<file path="config.mk">
export PLATFORM = sky130hd
export DESIGN_NAME = chimera_bypass_switch_ctrl
export DESIGN_NICKNAME = d
export VERILOG_FILES = /design/src/rtl/chimera_bypass_switch_ctrl.sv
export SDC_FILE = /design/constraint.sdc
export NUM_CORES = 1
export LEC_CHECK = 0
export ABC_AREA = 1
export BUFFER_PORTS_ARGS = -buffer_cell sky130_fd_sc_hd__buf_4
export CAP_MARGIN = 25
export CORE_MARGIN = 8
export CORE_UTILIZATION = 50
export CTS_CLUSTER_DIAMETER = 120
export DETAILED_ROUTE_END_ITERATION = 8
export GPL_TIMING_DRIVEN = 0
export HOLD_SLACK_MARGIN = 0.05
export PLACE_DENSITY = 0.67
export SYNTH_ARGS = -nofsm -noshare
export SYNTH_HDL_FRONTEND = slang
export SYNTH_SLANG_ARGS = --single-unit
</file>
<file path="constraint.sdc">
create_clock -name clk_i -period 8.74 [get_ports clk_i]
set_input_delay 0.874 -clock clk_i [delete_from_list [all_inputs] [get_ports clk_i]]
set_output_delay 0.874 -clock clk_i [all_outputs]
set_load 0.03 [all_outputs]
</file>
<file path="src/rtl/chimera_bypass_switch_ctrl.sv">
// rtl/chimera_bypass_switch_ctrl.sv - per-cluster drain-safe wide-memory bypass mode switch
module chimera_bypass_switch_ctrl #(
   parameter int unsigned NumClusters    = 5,
   parameter int unsigned MaxOutstanding = 16,
   parameter int unsigned SettleCycles   = 2,
   parameter int unsigned TimeoutCycles  = 1024
) (
   input  logic                   clk_i,
   input  logic                   rst_i,
   input  logic [NumClusters-1:0] bypass_req_i,
   input  logic [NumClusters-1:0] aw_hs_i,
   input  logic [NumClusters-1:0] b_hs_i,
   input  logic [NumClusters-1:0] ar_hs_i,
   input  logic [NumClusters-1:0] r_last_hs_i,
   input  logic                   clr_err_i,
   output logic [NumClusters-1:0] bypass_o,
   output logic [NumClusters-1:0] stall_aw_o,
   output logic [NumClusters-1:0] stall_ar_o,
   output logic [NumClusters-1:0] busy_o,
   output logic [NumClusters-1:0] timeout_o,
   output logic [NumClusters-1:0] underflow_o
);

   localparam int unsigned CntW = $clog2(MaxOutstanding + 1);
   localparam int unsigned TmrW = (TimeoutCycles > 0) ? $clog2(TimeoutCycles + 1) : 1;
   localparam logic [CntW-1:0] CntMax     = CntW'(MaxOutstanding);
   localparam logic [TmrW-1:0] TmrMax     = TmrW'(TimeoutCycles);
   localparam logic [TmrW-1:0] TmrHit     = TmrW'((TimeoutCycles > 0) ? TimeoutCycles - 1 : 0);
   localparam logic [3:0]      SettleLast = 4'((SettleCycles > 0) ? SettleCycles - 1 : 0);

   typedef enum logic [1:0] {
      ST_STABLE = 2'd0,
      ST_DRAIN  = 2'd1,
      ST_SWITCH = 2'd2,
      ST_SETTLE = 2'd3
   } state_e;

   for (genvar c = 0; c < int'(NumClusters); c++) begin : g_cluster
      state_e          state_q, state_d;
      logic [CntW-1:0] wcnt_q, wcnt_d, rcnt_q, rcnt_d;
      logic [TmrW-1:0] tmr_q, tmr_d;
      logic [3:0]      settle_q, settle_d;
      logic            bypass_q, bypass_d;
      logic            stall_aw_q, stall_aw_d, stall_ar_q, stall_ar_d;
      logic            busy_q, busy_d;
      logic            tmo_q, tmo_d, unf_q, unf_d;
      logic            w_unf, r_unf, tmo_hit, fsm_stall;

      // Outstanding write/read tracking; a completion at zero flags underflow but an increment still lands
      always_comb begin
         wcnt_d = wcnt_q;
         w_unf  = 1'b0;
         case ({aw_hs_i[c], b_hs_i[c]})
            2'b10: if (wcnt_q != CntMax) wcnt_d = wcnt_q + CntW'(1);
            2'b01: if (wcnt_q == '0) w_unf = 1'b1; else wcnt_d = wcnt_q - CntW'(1);
            2'b11: if (wcnt_q == '0) begin w_unf = 1'b1; wcnt_d = CntW'(1); end
            default: ;
         endcase
         rcnt_d = rcnt_q;
         r_unf  = 1'b0;
         case ({ar_hs_i[c], r_last_hs_i[c]})
            2'b10: if (rcnt_q != CntMax) rcnt_d = rcnt_q + CntW'(1);
            2'b01: if (rcnt_q == '0) r_unf = 1'b1; else rcnt_d = rcnt_q - CntW'(1);
            2'b11: if (rcnt_q == '0) begin r_unf = 1'b1; rcnt_d = CntW'(1); end
            default: ;
         endcase
      end

      // Mode FSM: drain both directions before flipping, then hold stalls while the adapter settles
      always_comb begin
         state_d  = state_q;
         tmr_d    = tmr_q;
         settle_d = settle_q;
         tmo_hit  = 1'b0;
         case (state_q)
            ST_STABLE: begin
               if (bypass_req_i[c] != bypass_q) begin
                  state_d = ST_DRAIN;
                  tmr_d   = '0;
               end
            end
            ST_DRAIN: begin
               if (tmr_q != TmrMax) tmr_d = tmr_q + TmrW'(1);
               if ((TimeoutCycles != 0) && (tmr_q == TmrHit)) tmo_hit = 1'b1;
               if (bypass_req_i[c] == bypass_q) begin
                  state_d = ST_STABLE;
               end else if ((wcnt_q == '0) && (rcnt_q == '0) && !aw_hs_i[c] && !ar_hs_i[c]) begin
                  state_d = ST_SWITCH;
               end
            end
            ST_SWITCH: begin
               settle_d = '0;
               state_d  = (SettleCycles == 0) ? ST_STABLE : ST_SETTLE;
            end
            ST_SETTLE: begin
               if (settle_q == SettleLast) state_d = ST_STABLE;
               else                        settle_d = settle_q + 4'd1;
            end
            default: state_d = ST_STABLE;
         endcase
      end

      // Next values of the registered outputs; the mode flips on the edge that enters SWITCH
      always_comb begin
         bypass_d = bypass_q;
         if ((state_q == ST_DRAIN) && (state_d == ST_SWITCH)) bypass_d = bypass_req_i[c];
         fsm_stall  = (state_d != ST_STABLE);
         stall_aw_d = fsm_stall | (wcnt_d == CntMax);
         stall_ar_d = fsm_stall | (rcnt_d == CntMax);
         busy_d     = (state_d != ST_STABLE);
         tmo_d      = (tmo_q & ~clr_err_i) | tmo_hit;
         unf_d      = (unf_q & ~clr_err_i) | w_unf | r_unf;
      end

      // FSM state, drain timer and settle counter
      always_ff @(posedge clk_i or posedge rst_i) begin
         if (rst_i) begin
            state_q  <= ST_STABLE;
            tmr_q    <= '0;
            settle_q <= '0;
         end else begin
            state_q  <= state_d;
            tmr_q    <= tmr_d;
            settle_q <= settle_d;
         end
      end

      // Counters and output registers
      always_ff @(posedge clk_i or posedge rst_i) begin
         if (rst_i) begin
            wcnt_q     <= '0;
            rcnt_q     <= '0;
            bypass_q   <= 1'b0;
            stall_aw_q <= 1'b0;
            stall_ar_q <= 1'b0;
            busy_q     <= 1'b0;
            tmo_q      <= 1'b0;
            unf_q      <= 1'b0;
         end else begin
            wcnt_q     <= wcnt_d;
            rcnt_q     <= rcnt_d;
            bypass_q   <= bypass_d;
            stall_aw_q <= stall_aw_d;
            stall_ar_q <= stall_ar_d;
            busy_q     <= busy_d;
            tmo_q      <= tmo_d;
            unf_q      <= unf_d;
         end
      end

      assign bypass_o[c]    = bypass_q;
      assign stall_aw_o[c]  = stall_aw_q;
      assign stall_ar_o[c]  = stall_ar_q;
      assign busy_o[c]      = busy_q;
      assign timeout_o[c]   = tmo_q;
      assign underflow_o[c] = unf_q;
   end

endmodule
</file>
; Word level (Yosys, flattened, before mapping)
; Cells that the tools add are included.
[totals]
reg_bits = 165
in_bits = 28
output_inout_bits = 30
[classes]
n_eq_ne = 110
reduce_logical = 80
add_sub_neg = 30
mux = 120
bitwise = 36
[ops]
columns = operator, n
row1 = 2-to-1 mux 5 bit, 30
row2 = one-hot mux 5 bit (3 select lines), 10
row3 = 2-to-1 mux 11 bit, 10
row4 = one-hot mux 11 bit (2 select lines), 5
row5 = "equality test 2 bit, second input constant", 35
row6 = "adder 11 x 1 -> 11 bit, second input constant", 5
row7 = "equality test 11 x 10 -> 1 bit, second input constant", 5
row8 = "!= test 11 bit, second input constant", 5
row9 = "adder 5 x 1 -> 5 bit, second input constant", 10
row10 = "equality test 5 bit, second input constant", 10
row11 = zero test 5 bit, 10
row12 = "!= test 5 bit, second input constant", 10
row13 = "subtractor 5 x 1 -> 5 bit, second input constant", 10
row14 = 2-to-1 mux 2 bit, 20
row15 = one-hot mux 2 bit (4 select lines), 5
row16 = one-hot mux 4 bit (2 select lines), 5
row17 = "equality test 2 x 1 -> 1 bit, second input constant", 15
row18 = 2-to-1 mux 1 bit, 30
row19 = "!= test 2 bit, second input constant", 15
row20 = nonzero test 2 bit, 15
row21 = OR 1 bit, 25
row22 = "adder 4 x 1 -> 4 bit, second input constant", 5
row23 = "equality test 4 x 1 -> 1 bit, second input constant", 5
row24 = logical AND 1 bit, 20
row25 = 10 further kinds, 61

; Logic depth before layout (Yosys ltp)
[logic_depth]
ltp_word = 9
ltp_mapped = 12
mapped_depth_nobuf = 12

; Least setup slack after synthesis
; No wires, ideal clock.
[synth_timing]
path_type = input to register
startpoint = input ar_hs_i[4]
endpoint = register g_cluster[4].stall_ar_q
cell_stages = 10
setup_time_ns = 0.119
n_path_buf = 1
t_arrival_ns = 1.623
setup_slack_ns = 6.998
required_ns = 8.621
cell_sequence = buf_2 inv_1 nor2_1 nand2_1 inv_1 nand2_1 nand3b_1 nor2_1 nand3_1 nand2_1
[synth_via]
elab_cells_between_ends = 12
[synth_rtl]
columns = item, line
row1 = start: declaration, 13  ; input logic [NumClusters-1:0] ar_hs_i,
row2 = equality test 2 bit / equality test 2 x 1 -> 1 bit (equally long branches), 61  ; case ({ar_hs_i[c], r_last_hs_i[c]})
row3 = one-hot mux 5 bit (3 select lines) (*), 61
row4 = net g_cluster[4].rcnt_d[0], 40  ; logic [CntW-1:0] wcnt_q, wcnt_d, rcnt_q, rcnt_d;
row5 = equality test 5 bit (*), 109  ; stall_ar_d = fsm_stall | (rcnt_d == CntMax);
row6 = OR 1 bit (*), 109
row7 = net g_cluster[4].stall_ar_d, 44  ; logic stall_aw_q, stall_aw_d, stall_ar_q, stall_ar_d;
row8 = end signal: assignment, 144  ; stall_ar_q <= stall_ar_d;
row9 = end: declaration, 44
; The timed path passes the listed nets; every way through them passes the cells marked *.
; A chain may end at the register's enable or synchronous reset.

; Worst setup path after layout
[layout_timing]
startpoint = register g_cluster[1].bypass_q
endpoint = output bypass_o[1]
[layout_rtl]
columns = item, line
row1 = start: declaration, 43  ; logic bypass_q, bypass_d;
row2 = start signal: assignment, 142  ; bypass_q <= bypass_d;
row3 = end: declaration, 16  ; output logic [NumClusters-1:0] bypass_o,
; No word-level cell between the ends.

==> metrics <==
vias in the first global route between 9,000 and 10,000; Mapped Cells approximately 1,500; Num CTS Buffers 17; final hold vios 0; initial antenna violation count 0; Final setup viols 0; pre-CTS WS ~6.7 ns; core area ~0.023 mm^2; synthesized-area fraction occupied by and/or/nand/nor cells 0.358; Die Y about 170 um; Mapped Area between 0.01 and 0.015 mm^2; CTS tree done; Hold Buf Count CTS 0; RSZ-0062 raised after global routing no; Post-Synth Adder-Cell Area 0.0549; WS Path Type register to primary output; delay-heaviest family, CP flip-flops; XOR/XNOR share of the synthesized area 0.0407; worst min-delay path class input pin to asynchronous set/reset pin; Clock Tree Root clkbuf_16; P_leak 6.34 nW; # resized after CTS 0; CP Data Arrival Time 1.14 ns; detailed placement HPWL between 15,000 and 20,000 um; DR top layer met4; total wire length 22,900 um; Worst Path Required 7.87 ns; Total GRT Usage 0.169; clock sink count 165; initial core utilization 0.507; Max Root-Sink Buffers 2; Compound-Gate Fraction of Synth Area 0.0663; number of I/O port buffers 55; critical path cell sequence buf_4 > buf_4; Crit Path Max Fanout 4; Met1 Wirelength roughly 11,000 um; count of unique library cells instantiated by Yosys between 40 and 50; area grow syn2layout 12.2%; DRT antenna net count 0; vias per cell around 5.1; Avg Cell Area, Syn 7.50 um^2; placed insts 1,861; Post-synth EDFFs 0; Seq/Total Area, Yosys 0.362; status completed; fmax roughly 500 MHz; Clock H-tree levels 4; routability cong. ~0.89; Clock transition at path regs 0.07 ns; Worst-Skew Late Latency between 0.4 and 0.5 ns; Slew Viols, Final 0; Buf/Inv on CP 2; met2 routed WL around 11,000 um; synthesized net count about 1,600; Final Non-Filler Cells around 1,900; layout cell share with drive strength beyond 1 0.164; headroom to the max-slew limit 0.513; Worst setup EP type primary output; final core occ 0.568; max_cap viols 0; drt pass-1 iters 7; setup tns final 0 ns; Top FF cell, synth dfrtp_1; ant diodes 0; largest net degree at the start of global routing between 100 and 150; Final Skew ~0.011 ns; Iteration-0 DRC Markers between 500 and 600; Ys Warns 0; row count 55; Via Count 9,655; FFs w/ async S/R, synth 1.00; mux cell area share after synthesis 0.00263; Final min period a little over 2 ns; slowest stage delay, CP a little over 0.4 ns; Setup WS post-layout about 6.7 ns; Post-layout nets roughly 1,700; die area roughly 0.028 mm^2; DRC errors left 0; Avg WL per Cell ~12 um; Tcrit/Tclk final 0.230; Synth Register Bits 165; most used cell, CP buf_4; CP max-delay cell dfrtp_1; IO Pins 58; main combinational cell family by area after synthesis simple AND/OR/NAND/NOR gates; P per Cell Area about 280 mW/mm^2; metal3 WL just over 700 um; first-pass GRT wire length 40,600 um; Worst-Margin Slew about 0.73 ns; Worst Setup Start Kind register; Hold Slack between 0.4 and 0.5 ns; die width roughly 170 um; Overflow after GRT 0; postcts setup bufs 0; Worst VDD drop approximately 0.00015 V
[per-layer routing]
metal  track usage  vias up
met2         0.288      155
li1              -     5059
met4        0.0470        0
met3        0.0319       15
met5             0        -
met1         0.215     4426
[area by class of cell]
type                       count  area [um^2]
multi-input combinational   1062         5960
clock buffer                  21          460
tap                          285          357
sequential                   165         4130
fill                        2034         9710
clock inverter                11          125
timing repair buffer          56          440
buffer                        50          402
inverter                     243          920
[synth_stat cells (all sizes together), types with 2 or more instances]
cell      n  share of area
nand2   379           0.13
xor2     42          0.032
nand3   200          0.099
o211ai    7         0.0050
nor2    137          0.063
nand4    53          0.033
or2       2         0.0011
o22ai    31          0.017
xnor2    11         0.0084
dfrtp   165           0.36
ha       50          0.055
nand3b   11         0.0072
o21ai    75          0.034
inv     234          0.077
a21oi     8         0.0038
clkinv    9         0.0030
nor3     28          0.014
o31ai     2         0.0013
mux2i     3         0.0026
nor4     13          0.010
o21bai    2         0.0013
o221ai    2         0.0015
buf      49          0.035
[kinds of logic (layout without fill, tap and decap cells)]
group	count (synthesis)	after routing
and+or+nand+nor	825	825
xor gates and xnor gates	53	53
buffers and inverters	293	381
AOI/OAI and AO/OA	131	131
adders and majority gates	50	50
DFF	165	165
muxes	3	3
[sequential cells by signal, indices dropped and copies added (netlist names)]
register,cells
g_cluster.busy_q,5
g_cluster.rcnt_q,25
g_cluster.tmr_q,55
g_cluster.unf_q,5
g_cluster.stall_ar_q,5
g_cluster.state_q,10
g_cluster.tmo_q,5
g_cluster.bypass_q,5
g_cluster.stall_aw_q,5
g_cluster.settle_q,20
g_cluster.wcnt_q,25
[power by group]
| group | leakage (nW) | internal (mW) | switching [mW] |
|---|---|---|---|
| registers | 2.12 | 0.961 | 0.213 |
| clock network | 0.272 | 0.436 | 0.308 |
| logic | 3.95 | 0.661 | 1.05 |
| total | 6.34 | 2.06 | 1.57 |
[metrics by stage]
stage | power, mW | cell area, um^2
floorplan | 2.51 | 11400
detailed placement | 2.90 | 12200
finish | 3.62 | 12800
global route | 3.94 | 12800
global placement | 2.86 | 12200
CTS | 3.66 | 12800
[final timing paths]
| check | start | to | slack [ns] | depth (start not counted) |
|---|---|---|---|---|
| max in group asynchronous | rst_i | g_cluster[0].bypass_q | 7.37 | 3 |
| max | g_cluster[1].bypass_q | bypass_o[1] | 6.73 | 2 |
| min reg2reg | g_cluster[0].tmo_q | g_cluster[0].tmo_q | 0.48 | 2 |
| max reg2reg | g_cluster[4].wcnt_q[0] | g_cluster[4].stall_aw_q | 6.74 | 12 |
| min in group clk_i | g_cluster[0].tmo_q | g_cluster[0].tmo_q | 0.48 | 2 |
| min | rst_i | g_cluster[3].wcnt_q[4] | 0.42 | 2 |
[worst register-to-register path: stages (launching register included)]
cell and delay, ns:
dfrtp_1 0.42, inv_1 0.14, ha_1 0.25, nand2_2 0.09, nor2_4 0.11, nand2_2 0.10
ha_1 0.28, o22ai_1 0.12, inv_1 0.06, nand3_1 0.11, nor2_1 0.07, nand3_1 0.07
nand2_1 0.06
[cell usage in the layout (no fill, tap or decap), drive strengths merged, types with 2 or more instances in the layout]
cell / netlist / final
nand4: 53 / 53
o22ai: 31 / 31
nand3b: 11 / 11
o31ai: 2 / 2
bufinv: 0 / 2
clkinvlp: 0 / 5
o21bai: 2 / 2
nor4: 13 / 13
dfrtp: 165 / 165
o211ai: 7 / 7
nor3: 28 / 28
buf: 49 / 105
o21ai: 75 / 75
inv: 234 / 235
ha: 50 / 50
or2: 2 / 2
clkbuf: 1 / 22
a21oi: 8 / 8
mux2i: 3 / 3
clkinv: 9 / 12
o221ai: 2 / 2
xnor2: 11 / 11
nand2: 379 / 379
nor2: 137 / 137
xor2: 42 / 42
nand3: 200 / 200
No activity file was read; power rests on OpenSTA's default activity.
